[src/rtl/input_debouncer_pkg.sv]
`default_nettype none
// ============================================================================
// Module   : input_debouncer_pkg
// Brief    : Shared state encoding and default constants for input_debouncer.
// Revision : 1.0 - initial release
// ============================================================================
package input_debouncer_pkg;

    typedef enum logic [1:0] {
        LOW       = 2'b00,
        RISE_PEND = 2'b01,
        HIGH      = 2'b10,
        FALL_PEND = 2'b11
    } deb_state_t;

    localparam int         SYNC_STAGES_DEF     = 2;
    localparam int         DEBOUNCE_CYCLES_DEF = 4;
    localparam logic [7:0] GLITCH_CNT_MAX      = 8'd255;

endpackage
`default_nettype wire

[src/rtl/input_debouncer_sync_chain.sv]
`default_nettype none
// ============================================================================
// Module   : sync_chain
// Brief    : SYNC_STAGES-deep flip-flop synchronizer with synchronous reset.
// Revision : 1.0 - initial release
// ============================================================================
module sync_chain
    import input_debouncer_pkg::*;
#(
    parameter int SYNC_STAGES = SYNC_STAGES_DEF
) (
    input  logic clock,
    input  logic reset,
    input  logic d,
    output logic q
);

    logic [SYNC_STAGES-1:0] r_sync;

    always_ff @(posedge clock) begin
        if (reset) begin
            r_sync <= '0;
        end else begin
            r_sync <= {r_sync[SYNC_STAGES-2:0], d};
        end
    end

    assign q = r_sync[SYNC_STAGES-1];

endmodule
`default_nettype wire

[src/rtl/input_debouncer.sv]
`default_nettype none
// ============================================================================
// Module   : input_debouncer
// Brief    : Synchronizes and debounces a raw input; optional glitch counter
//            enabled by INPUT_DEBOUNCER_GLITCH_CNT_EN.
// Revision : 1.0 - initial release
// ============================================================================
module input_debouncer
    import input_debouncer_pkg::*;
#(
    parameter int SYNC_STAGES     = SYNC_STAGES_DEF,
    parameter int DEBOUNCE_CYCLES = DEBOUNCE_CYCLES_DEF
) (
    input  logic       clock,
    input  logic       reset,
    input  logic       raw_in,
    output logic       data_out,
    output logic       busy
`ifdef INPUT_DEBOUNCER_GLITCH_CNT_EN
    ,
    output logic [7:0] glitch_count
`endif
);

    localparam int               CNT_W      = $clog2(DEBOUNCE_CYCLES);
    localparam logic [CNT_W-1:0] c_cnt_last = CNT_W'(DEBOUNCE_CYCLES - 1);

    logic             w_s;
    deb_state_t       r_state;
    logic [CNT_W-1:0] r_cnt;
    logic             r_data_out;
    logic             r_busy;

    sync_chain #(
        .SYNC_STAGES (SYNC_STAGES)
    ) u_sync_chain (
        .clock (clock),
        .reset (reset),
        .d     (raw_in),
        .q     (w_s)
    );

    // Outputs are assigned alongside the state so they track it with no decode glitches.
    always_ff @(posedge clock) begin
        if (reset) begin
            r_state    <= LOW;
            r_cnt      <= '0;
            r_data_out <= 1'b0;
            r_busy     <= 1'b0;
        end else begin
            case (r_state)
                LOW: begin
                    if (w_s) begin
                        r_state <= RISE_PEND;
                        r_cnt   <= CNT_W'(1);
                        r_busy  <= 1'b1;
                    end
                end
                RISE_PEND: begin
                    if (!w_s) begin
                        r_state <= LOW;
                        r_cnt   <= '0;
                        r_busy  <= 1'b0;
                    end else if (r_cnt == c_cnt_last) begin
                        r_state    <= HIGH;
                        r_cnt      <= '0;
                        r_busy     <= 1'b0;
                        r_data_out <= 1'b1;
                    end else begin
                        r_cnt <= r_cnt + CNT_W'(1);
                    end
                end
                HIGH: begin
                    if (!w_s) begin
                        r_state <= FALL_PEND;
                        r_cnt   <= CNT_W'(1);
                        r_busy  <= 1'b1;
                    end
                end
                FALL_PEND: begin
                    if (w_s) begin
                        r_state <= HIGH;
                        r_cnt   <= '0;
                        r_busy  <= 1'b0;
                    end else if (r_cnt == c_cnt_last) begin
                        r_state    <= LOW;
                        r_cnt      <= '0;
                        r_busy     <= 1'b0;
                        r_data_out <= 1'b0;
                    end else begin
                        r_cnt <= r_cnt + CNT_W'(1);
                    end
                end
                default: begin
                    r_state    <= LOW;
                    r_cnt      <= '0;
                    r_busy     <= 1'b0;
                    r_data_out <= 1'b0;
                end
            endcase
        end
    end

    assign data_out = r_data_out;
    assign busy     = r_busy;

`ifdef INPUT_DEBOUNCER_GLITCH_CNT_EN
    logic       w_glitch;
    logic [7:0] r_glitch_count;

    // A pending change abandoned before confirmation is a rejected pulse.
    assign w_glitch = ((r_state == RISE_PEND) && !w_s) ||
                      ((r_state == FALL_PEND) &&  w_s);

    always_ff @(posedge clock) begin
        if (reset) begin
            r_glitch_count <= 8'd0;
        end else if (w_glitch && (r_glitch_count != GLITCH_CNT_MAX)) begin
            r_glitch_count <= r_glitch_count + 8'd1;
        end
    end

    assign glitch_count = r_glitch_count;
`endif

endmodule
`default_nettype wire

[config.mk]
export PLATFORM = sky130hd
export DESIGN_NAME = input_debouncer
export DESIGN_NICKNAME = d
export VERILOG_FILES = /design/src/rtl/input_debouncer_pkg.sv /design/src/rtl/input_debouncer_sync_chain.sv /design/src/rtl/input_debouncer.sv
export SDC_FILE = /design/constraint.sdc
export NUM_CORES = 1
export LEC_CHECK = 0
export CAP_MARGIN = 20
export CORE_AREA = 2 2 39 41
export CTS_CLUSTER_SIZE = 30
export DETAILED_ROUTE_END_ITERATION = 8
export DIE_AREA = 0 0 41 43
export GPL_TIMING_DRIVEN = 0
export RECOVER_POWER = 25
export SLEW_MARGIN = 20
export SYNTH_ARGS = -nofsm -noshare
export SYNTH_HDL_FRONTEND = slang
export SYNTH_HIERARCHICAL = 1
export SYNTH_SLANG_ARGS = --single-unit
[constraint.sdc]
create_clock -name clock -period 0.96 [get_ports clock]
set_input_delay 0.096 -clock clock [delete_from_list [all_inputs] [get_ports clock]]
set_output_delay 0.096 -clock clock [all_outputs]
set_load 0.03 [all_outputs]
==> metrics <==
status=finished with violations; failing checks=negative setup slack; Seq cells post-synth=8; routed len/inst=8.55 um; wl on met1=258 um; final cycle utilization of the critical path=113%; clk buf depth=2; YS warnings=6; syn_nets=38; leakage power=between 0.15 and 0.2 nW; simple-gate share of the synthesized area=24.0%; Final Critical Period=1.08 ns; core outline area=1380 um^2; TritonCTS clock tree=done; Clock Pin Slew Worst Setup and Hold Paths=0.06 ns; Critical Path Sink Type=flip-flop; Max Fanout on Critical Path=5; Compound-Gate Fraction of Synth Area=13.6%; Seq/Total Area, Yosys=52.9%; nets@finish=50; post-synthesis mux area share=0%; crit-path max cell delay=about 0.37 ns; worst-margin pin slew=0.304 ns; max layer used=met3; syn_area_per_cell=8.91 um^2; share of cells above drive strength 1=31.8%; grt ovf=0; final WL=513 um; synth-to-layout area growth=39.3%; Synth Instances=34; R2R Setup Slk=-0.12 ns; worst-path cell chain=xor2_2, or3b_1, a21oi_2; Tot Pwr=0.665 mW; row count=14; CP startpoint kind=flip-flop; total CTS buffers=3; MaxCap Viol Count=0; die width=41 um; fin cells=60; largest net degree at the start of global routing=9; Pre-antenna DRT Iters=2; Mapped Area=303 um^2; via count=246; metal2 WL=roughly 230 um; Max Clock Skew=between 0.005 and 0.006 ns; Clock Latency Late Sink=0.24 ns; adder-cell share of the synthesized area=4.13%; cts hold-fix bufs=0; Reg2Reg Capture Point=r_cnt[1]; largest family of logic cells by synthesized area=simple AND/OR/NAND/NOR gates; Slew headroom=79.6%; Final Max Tran Viols=0; number of I/O port buffers=4; metal3 WL=20 um; Post-DP HPWL=between 300 and 400 um; initial antenna violation count=0; Unique masters post-synth=15; kind of critical path=flip-flop to flip-flop; die area=1760 um^2; vias per inst=about 4; setup ws final=-0.121 ns; RSZ-0062 raised after global routing=true; Clock Sinks=8; Antenna diodes=0; I/O Pins=5; hold crit path type=input port to flip-flop; first-pass GRT wire length=959 um; Worst Path Required=around 1.1 ns; Max Clk Rate=roughly 930 MHz; hold path depth=2; final core occ=30.5%; XOR/XNOR Fraction of Synth Area=about 2.9%; critical path data arrival time=1.26 ns; Hold Path Sink=u_sync_chain/r_sync[0]; DRC Markers=0; Final ANT Viol Nets=0; GPL Wtd Cong=0.719; setup violators final=3; worst hold path startpoint=raw_in; Fin Setup TNS=-0.163 ns; Worst VDD drop=1.04 mV; Critical-path top delay cell=or3b_1; H-tree depth=1; initial drt markers=2; root buf cell=clkbuf_4; worst r2r path cells=3; Total Routing Usage GR=between 7 and 8%; Final Hold Fails=0; Starting Density=21.9%; Pwr per Cell Area=roughly 1600 nW/um^2; placed cells=between 50 and 60; vias in the first global route=239; Die H=43 um
-- cells by family after synthesis --
logic type	Yosys count
simple gates	15
flops	8
compound gates	7
buf+inv	2
xor+xnor	1
fa+ha+maj	1
-- power by group --
part           total (mW)  internal [mW]  switching (mW)  leakage, nW
registers           0.357          0.347          0.0100       0.0667
clock network       0.247          0.142           0.105       0.0138
logic              0.0612         0.0290          0.0321       0.0823
total               0.665          0.518           0.147        0.163
-- critical path: cells and delay by family (launching register included) --
kind / cells / cell delay (ns)
and+or+nand+nor: 1 / 0.37
DFF: 1 / 0.34
xor gates and xnor gates: 1 / 0.20
AOI/OAI and AO/OA: 1 / 0.11
-- cell usage in the layout, fill, tap and decap left out, types with 2 or more instances in the layout --
master	Yosys	final
nand3_1	2	2
nor2_1	4	4
buf_4	0	3
a21oi_1	3	3
nand2_1	4	4
clkdlybuf4s50_1	0	2
clkbuf_4	0	3
dfxtp_1	8	5
dfxtp_2	0	3
nor2b_1	3	3
inv_1	2	2
-- stage by stage --
| stage | hold slack [ns] | cell area, um^2 | setup slack (ns) |
|---|---|---|---|
| finish | 0.412 | 422 | -0.121 |
| global route | 0.425 | 422 | -0.194 |
| CTS | 0.403 | 410 | -0.129 |
| detailed placement | 0.429 | 367 | -0.138 |
| global placement | 0.418 | 367 | -0.129 |
| floorplan | 0.158 | 307 | -0.0721 |
-- layout make-up --
class	count	area [um^2]
fillers	154	962
flip-flops and latches	8	164
multi-input cells	24	155
repair buffers	7	52.6
clock buffers	3	22.5
well taps	16	20.0
inverters	2	7.51
-- Yosys cell counts --
cell     count  area (um^2)
ha_1         1         12.5
xor2_1       1         8.76
nor2_1       4         15.0
nand3_1      2         10.0
or3b_1       1         8.76
dfxtp_1      8          160
a21oi_2      1         8.76
nor3_1       1         5.00
nor2b_1      3         18.8
o21ai_1      1         5.00
o21ai_0      1         5.00
a21o_1       1         7.51
nand2_1      4         15.0
a21oi_1      3         15.0
inv_1        2         7.51
-- routing by layer --
metal	vias to the layer above	track usage (%)
met5	-	0
met4	0	2.00
met3	0	3.14
met2	4	10.3
met1	108	12.2
li1	134	-
-- worst max path at each step --
stage | end | slack [ns] | depth (start not counted)
after detailed placement | r_cnt[1] | -0.14 | 3
after CTS | r_cnt[1] | -0.13 | 3
after floorplan | r_cnt[1] | -0.07 | 3
after global routing | r_cnt[1] | -0.19 | 3
final | r_cnt[1] | -0.12 | 3
after global placement | busy | -0.13 | 1
-- timing repair --
item / in CTS / in global routing
pin swaps: 1 / 0
endpoints found under the setup margin: 6 / 6
gates cloned: 0 / 0
buffers inserted: 1 / 2
resized for setup: 10 / 2
(Power assumes the default switching activity.)
